===== config.mk =====
export PLATFORM = sky130hd
export DESIGN_NAME = cnn_mac_pipe
export DESIGN_NICKNAME = d
export VERILOG_FILES = /design/src/rtl/cnn_mac_pipe.sv
export SDC_FILE = /design/constraint.sdc
export NUM_CORES = 1
export LEC_CHECK = 0
export BUFFER_PORTS_ARGS = -buffer_cell sky130_fd_sc_hd__buf_4
export CORE_MARGIN = 2
export CORE_UTILIZATION = 45
export DETAILED_ROUTE_END_ITERATION = 6
export GPL_ROUTABILITY_DRIVEN = 0
export SYNTH_ARGS = -nofsm -noshare
export SYNTH_HDL_FRONTEND = slang
export SYNTH_SLANG_ARGS = --single-unit
export TNS_END_PERCENT = 30

===== constraint.sdc =====
create_clock -name ap_clk -period 16.3 [get_ports ap_clk]
set_input_delay 2.445 -clock ap_clk [delete_from_list [all_inputs] [get_ports ap_clk]]
set_output_delay 2.445 -clock ap_clk [all_outputs]
set_load 0.005 [all_outputs]

===== src/rtl/cnn_mac_pipe.sv =====
// cnn_mac_pipe: pipelined signed multiply-accumulate over KLEN-pair windows, one scaled pixel out per window.
// Latency: out_valid rises on the 3rd edge counting the edge that accepts the last pair of a window as edge 1.
// Backpressure: a held result (out_valid && !out_ready) freezes the whole pipeline; in_ready mirrors that stall.
//
// Ports:
//   ap_clk, ap_rst_n  clock (rising edge) and asynchronous active-low reset
//   clear             synchronous flush of pipeline, window counter and pending result
//   in_valid/in_ready/a/b          activation/weight pair stream
//   out_valid/out_ready/out_data/out_ovf  window result stream with narrowing-overflow flag
//
// Optional build macro CNN_MAC_SAT_EN: saturate out_data on overflow instead of wrapping.
module cnn_mac_pipe #(
  parameter int A_W   = 10,
  parameter int B_W   = 14,
  parameter int ACC_W = 32,
  parameter int OUT_W = 16,
  parameter int KLEN  = 9,
  parameter int SHIFT = 0
) (
  input  logic             ap_clk,
  input  logic             ap_rst_n,
  input  logic             clear,
  input  logic             in_valid,
  output logic             in_ready,
  input  logic [A_W-1:0]   a,
  input  logic [B_W-1:0]   b,
  output logic             out_valid,
  input  logic             out_ready,
  output logic [OUT_W-1:0] out_data,
  output logic             out_ovf
);

  localparam int P_W   = A_W + B_W;
  localparam int CNT_W = (KLEN > 1) ? $clog2(KLEN) : 1;
  localparam logic [CNT_W-1:0] CNT_LAST = CNT_W'(KLEN - 1);

  // Stage registers
  logic signed [A_W-1:0]   a1_q, a1_d;
  logic signed [B_W-1:0]   b1_q, b1_d;
  logic                    v1_q, v1_d;
  logic signed [P_W-1:0]   p_q, p_d;
  logic                    v2_q, v2_d;
  logic signed [ACC_W-1:0] acc_q, acc_d;
  logic [CNT_W-1:0]        cnt_q, cnt_d;
  logic                    out_valid_q, out_valid_d;
  logic [OUT_W-1:0]        out_data_q, out_data_d;
  logic                    out_ovf_q, out_ovf_d;

  // Datapath intermediates
  logic                    ce;
  logic                    new_res;
  logic signed [ACC_W-1:0] p_ext;
  logic signed [ACC_W-1:0] sum;
  logic signed [ACC_W-1:0] s;
  logic [ACC_W-OUT_W:0]    s_hi;
  logic                    ovf;
  logic [OUT_W-1:0]        narrow;

  always_comb begin
    // Only a result that downstream refuses stalls anything.
    ce = !(out_valid_q && !out_ready);

    p_ext = {{(ACC_W-P_W){p_q[P_W-1]}}, p_q};
    // First product of a window ignores whatever acc holds from the previous one.
    sum   = ((cnt_q == '0) ? '0 : acc_q) + p_ext;
    s     = sum >>> SHIFT;

    // s fits in OUT_W signed bits iff its top ACC_W-OUT_W+1 bits are all copies of the sign.
    s_hi  = s[ACC_W-1:OUT_W-1];
    ovf   = !((&s_hi) || !(|s_hi));
`ifdef CNN_MAC_SAT_EN
    if (ovf) begin
      narrow = s[ACC_W-1] ? {1'b1, {(OUT_W-1){1'b0}}} : {1'b0, {(OUT_W-1){1'b1}}};
    end else begin
      narrow = s[OUT_W-1:0];
    end
`else
    narrow = s[OUT_W-1:0];
`endif

    a1_d        = a1_q;
    b1_d        = b1_q;
    v1_d        = v1_q;
    p_d         = p_q;
    v2_d        = v2_q;
    acc_d       = acc_q;
    cnt_d       = cnt_q;
    out_valid_d = out_valid_q;
    out_data_d  = out_data_q;
    out_ovf_d   = out_ovf_q;
    new_res     = 1'b0;

    if (clear) begin
      v1_d        = 1'b0;
      v2_d        = 1'b0;
      acc_d       = '0;
      cnt_d       = '0;
      out_valid_d = 1'b0;
    end else begin
      if (ce) begin
        v1_d = in_valid;
        if (in_valid) begin
          a1_d = $signed(a);
          b1_d = $signed(b);
        end
        p_d  = a1_q * b1_q;
        v2_d = v1_q;
        if (v2_q) begin
          if (cnt_q == CNT_LAST) begin
            new_res    = 1'b1;
            out_data_d = narrow;
            out_ovf_d  = ovf;
            cnt_d      = '0;
          end else begin
            acc_d = sum;
            cnt_d = cnt_q + CNT_W'(1);
          end
        end
      end
      // A new result replaces the old one in the same cycle it is consumed.
      out_valid_d = new_res || (out_valid_q && !out_ready);
    end
  end

  always_ff @(posedge ap_clk or negedge ap_rst_n) begin
    if (!ap_rst_n) begin
      a1_q        <= '0;
      b1_q        <= '0;
      v1_q        <= 1'b0;
      p_q         <= '0;
      v2_q        <= 1'b0;
      acc_q       <= '0;
      cnt_q       <= '0;
      out_valid_q <= 1'b0;
      out_data_q  <= '0;
      out_ovf_q   <= 1'b0;
    end else begin
      a1_q        <= a1_d;
      b1_q        <= b1_d;
      v1_q        <= v1_d;
      p_q         <= p_d;
      v2_q        <= v2_d;
      acc_q       <= acc_d;
      cnt_q       <= cnt_d;
      out_valid_q <= out_valid_d;
      out_data_q  <= out_data_d;
      out_ovf_q   <= out_ovf_d;
    end
  end

  assign in_ready  = ce;
  assign out_valid = out_valid_q;
  assign out_data  = out_data_q;
  assign out_ovf   = out_ovf_q;

endmodule


* After elaboration in Yosys (flattened, before gate mapping)
Cells that the tools add are included.
Word-level totals: word-level logic and storage cells 52, input port bits 29, bits in registers 104
Operators by class: reductions and logical operators 16, $add $sub $neg 2, eq/ne operators 3, muxes and demuxes 18, multipliers 1, bitwise gates (word level) 2
Operators with widths (number):
- $mux 32 | 5
- $add 32x32->32 | 1
- $mul 10x14->24 | 1
- $reduce_and 17->1 | 1
- $reduce_or 17->1 | 1
- $mux 4 | 4
- $mux 1 | 9
- $reduce_and 3->1 | 2
- $add 4x1->4 const B | 1
- $eq 4x4->1 const B | 1
- $logic_not 1->1 | 4
- $logic_not 4->1 | 1
- $ne 2x2->1 const B | 2
- $reduce_and 2->1 | 2
- $reduce_and 4->1 | 1
- $logic_or 1x1->1 | 2
- $not 1->1 | 2
- $reduce_bool 2->1 | 1
- $logic_and 1x1->1 | 1

* Longest topological paths before layout
depth in word-level cells 7, mapped depth 22

* Least setup slack after synthesis
No wires, ideal clock.
path kind register to register, start reg a1_q[1], end reg p_q[23], setup time 0.129 ns, required time 16.171 ns, arrival 5.203 ns, buffers on the path 1, stages on the path, launching flop included 21, setup slack 10.968 ns, cell sequence dfrtp_1 > clkbuf_1 > nand2_1 > fa_1 > fa_1 > inv_1 > fa_1 > fa_1 > inv_1 > fa_1 > inv_1 > ha_1 > a21oi_1 > o21ai_1 > a41oi_1 > a21oi_1 > a2111oi_0 > o21ai_0 > a31oi_1 > xnor2_1 > o21ai_1
On the way: longest elaborated chain between the ends 1
Ends and longest elaborated chain:
- start: declaration | line 38 | logic signed [A_W-1:0] a1_q, a1_d;
- start signal: assignment | line 127 | a1_q <= '0;
- start signal: assignment | line 138 | a1_q <= a1_d;
- $mul 10x14->24 | line 106 | p_d = a1_q * b1_q;
- end signal: assignment | line 141 | p_q <= p_d;
- end: declaration | line 41 | logic signed [P_W-1:0] p_q, p_d;
Every way passes these cells. A chain may end at the register's enable or synchronous reset.

* Worst setup path after layout
Same ends and word-level chain as after synthesis.

==> flow_summary.toml <==
[setup_path]
path_cells = "nand2_1, fa_1, inv_1, fa_1, ha_1, fa_1, inv_1, fa_1, inv_1, ha_1, a21oi_1, o21a_1, o21ai_1, a41oi_1, a21oi_1, a2111oi_0, o21ai_0, a31oi_1, xnor2_1, o21ai_1"
slowest_stage = "dfrtp_1"
critical_path_class = "flip-flop to flip-flop"
r2r_cells = 20
crit_path_max_fanout = 15
crit_end = "p_q[23]"
rrSetupSlack_ns = 10.44
cp.arrival_ns = 6.10
cp.required_ns = 16.54
slowest_delay_ns = 0.65
crit_start = "a1_q[1]"
crit_top_cell = "fa_1"
cpLargestDelayFamily = "adder cells"
endpoint_kind = "flip-flop"
r2r-start = "a1_q[1]"
cp_num_buf_inv = 3
cp-start-kind = "flip-flop"
r2r_end = "p_q[23]"
crit_cells = 20

[sta]
min_period_ns = 5.86
worst_slew_pin_slew_ns = 0.830
finalHoldViolations = 0
timing.max_slew.rel_slack = 0.446
setup_viol_count_final = 0
rsz0062_at_grt = "no"
fmaxAchievable_mhz = 171
period_share = 0.359
setup_tns_ns = 0
fin_skew_ns = 0.0191
report.final.slew_viol_count = 0

[min_path]
holdCritPathClass = "flip-flop to flip-flop"

[yosys]
synth_cell_types = 68
synth-main-ff-cell = "dfrtp_1"
syn_inst = 1243
syn-num-nets = 1486
avgSynthCellArea_um2 = 8.99
yosysWarnings = 0
synth_edf_count = 0
ys_async_sr_fraction = 1.00
yosysSeqAreaShare = 0.233
synth-seq-cells = 104
synth.cell_area_mm2 = 0.0112

[clock_network]
clock-sinks = 104
post_cts_resized = 0
root_buffer = "clkbuf_16"
clk_pin_slew_ns = 0.08
cts_buffers = 9
clock_path_buffers = 2
cts_tree = "yes"
cts_setup_buffers = 0
clock_latency_ns = 0.37
hold_buffers = 0
cts.htree.levels = 3

[grt]
grt_pass1_vias = 8089
grt-ovfl-total = 0
grt.total_usage = 0.187
grt_pass1_wl_um = 39700
met3_usage = 0.0254
grt.busiest_layer = "met2"
grt_use_met1 = 0.270
gr-usage-met2 = 0.305
antenna_found_initial = 0
grt_max_degree = 62

[routing]
initialDrtViolationCount = 404
wl_per_cell_um = 14.7
num_vias = 8020
routed_wl_um = 23300
drc = 0
detail_route.first_pass.iterations = 5
vias_per_cell = 5.06
drt.antenna.violating_nets = 0

[final_layout]
num_antenna_cells = 0
drive_gt1_frac = 0.103
layout_common_cells = "inv_1, nand2_1, fa_1"
instances_no_fill = 1584
syn_to_final_growth_pct = 8.14
layout_commonest_cell = "inv_1"
fin_nets = 1498
fill_cells = 2319

[die]
fp.dieH_um = 162
die_w_um = 162
row_count = 57
dieArea_mm2 = 0.0261
core_area_mm2 = 0.0243
io_pins = 48
start_util = 0.459

[placement]
dp.cells = 1568
io_buffer_count = 47
dp_hpwl_um = 18100

[job]
cap_violations = 0

[outcome]
status = "complete, no violations"
-- cells by family (layout without fill, tap and decap cells) --
group	after synthesis	after routing	share of synthesized area
XOR/XNOR	50	50	0.0399
adder cells (fa/ha/maj)	214	214	0.323
AND/OR/NAND/NOR	396	396	0.168
flip-flops	104	104	0.233
multiplexers	44	44	0.0439
buffers and inverters	240	257	0.0817
AO/OA/AOI/OAI	195	195	0.111
-- how the worst min path moves through the flow --
stage | from | end | slack, ns | cells after the start
2_1_floorplan | p_q[16] | p_q[16] | 0.45 | 2
3_3_place_gp | p_q[17] | p_q[17] | 0.47 | 2
3_5_place_dp | p_q[17] | p_q[17] | 0.48 | 2
4_1_cts | p_q[13] | p_q[13] | 0.50 | 2
5_1_grt | out_data[3] | out_data[3] | 0.52 | 1
6_report | p_q[13] | p_q[13] | 0.49 | 2
-- state kept, by name, summed over array words and instances (netlist names) --
register,count
v2_q,1
out_data,16
out_valid,1
cnt_q,4
p_q,24
a1_q,10
acc_q,32
out_ovf,1
b1_q,14
v1_q,1
-- layout make-up --
type,count,area [µm²],share of cell area
inverters,188,706,0.0584
multi-input cells,899,7670,0.635
clock buffers,11,253,0.0209
repair buffers,53,398,0.0329
well taps,324,405,0.0336
clock inverters,5,50.0,0.00414
flip-flops and latches,104,2600,0.215
-- worst reg2reg max path, cell delays in order, from the launching register on --
cell and delay, ns:
dfrtp_1 0.65, nand2_1 0.18, fa_1 0.56, inv_1 0.05, fa_1 0.45, ha_1 0.29, fa_1 0.48, inv_1 0.05
fa_1 0.47, inv_1 0.04, ha_1 0.31, a21oi_1 0.22, o21a_1 0.17, o21ai_1 0.10, a41oi_1 0.25, a21oi_1 0.19
a2111oi_0 0.63, o21ai_0 0.20, a31oi_1 0.23, xnor2_1 0.14, o21ai_1 0.07
-- per-stage QoR --
stage | setup slack, ns | cell area [µm²] | utilization | hold slack, ns
global route | 9.95 | 12100 | 0.497 | 0.522
finish | 10.44 | 12100 | 0.497 | 0.492
global placement | 10.48 | 11800 | 0.484 | 0.474
floorplan | 10.97 | 11200 | - | 0.450
CTS | 10.39 | 12100 | 0.497 | 0.496
detailed placement | 10.41 | 11800 | 0.484 | 0.481
-- per-layer routing --
| metal | vias to the layer above | routed length, µm | share of wire |
|---|---|---|---|
| li1 | 4027 | - | - |
| met1 | 3878 | 11500 | 0.50 |
| met2 | 106 | 10900 | 0.47 |
| met3 | 9 | 709 | 0.030 |
| met4 | 0 | 154 | 0.0066 |
| met5 | - | 0 | 0 |
-- cell usage after synthesis (2+ instances only) --
library cell / n / area (µm²)
inv_1: 187 / 702
nand2_1: 172 / 646
fa_1: 124 / 2480
dfrtp_1: 104 / 2600
ha_1: 90 / 1130
a21oi_1: 72 / 360
nor2_1: 61 / 229
and2_1: 50 / 313
clkbuf_1: 45 / 169
o21ai_0: 43 / 215
mux2_2: 40 / 450
xnor2_1: 34 / 298
nor2b_1: 32 / 200
nand3_1: 17 / 85.1
nor3_1: 16 / 80.1
xor2_1: 15 / 131
nand2b_1: 14 / 87.6
a211oi_1: 9 / 67.6
o21bai_1: 8 / 60.1
a21o_1: 7 / 52.6
and3_1: 7 / 43.8
o21a_1: 7 / 52.6
or3_1: 7 / 43.8
o211ai_1: 6 / 45.0
a31oi_1: 5 / 31.3
o21ai_1: 5 / 25.0
mux2i_1: 4 / 40.0
nand4_1: 4 / 25.0
nor4_1: 4 / 25.0
o31ai_1: 4 / 30.0
a2111oi_0: 3 / 26.3
a41oi_1: 3 / 26.3
buf_1: 3 / 11.3
o31a_1: 3 / 26.3
or2_2: 3 / 18.8
buf_2: 2 / 10.0
o41ai_1: 2 / 17.5
Power is not shown: default switching activity piles up to over one toggle a cycle in this logic, so the estimate is an artifact.
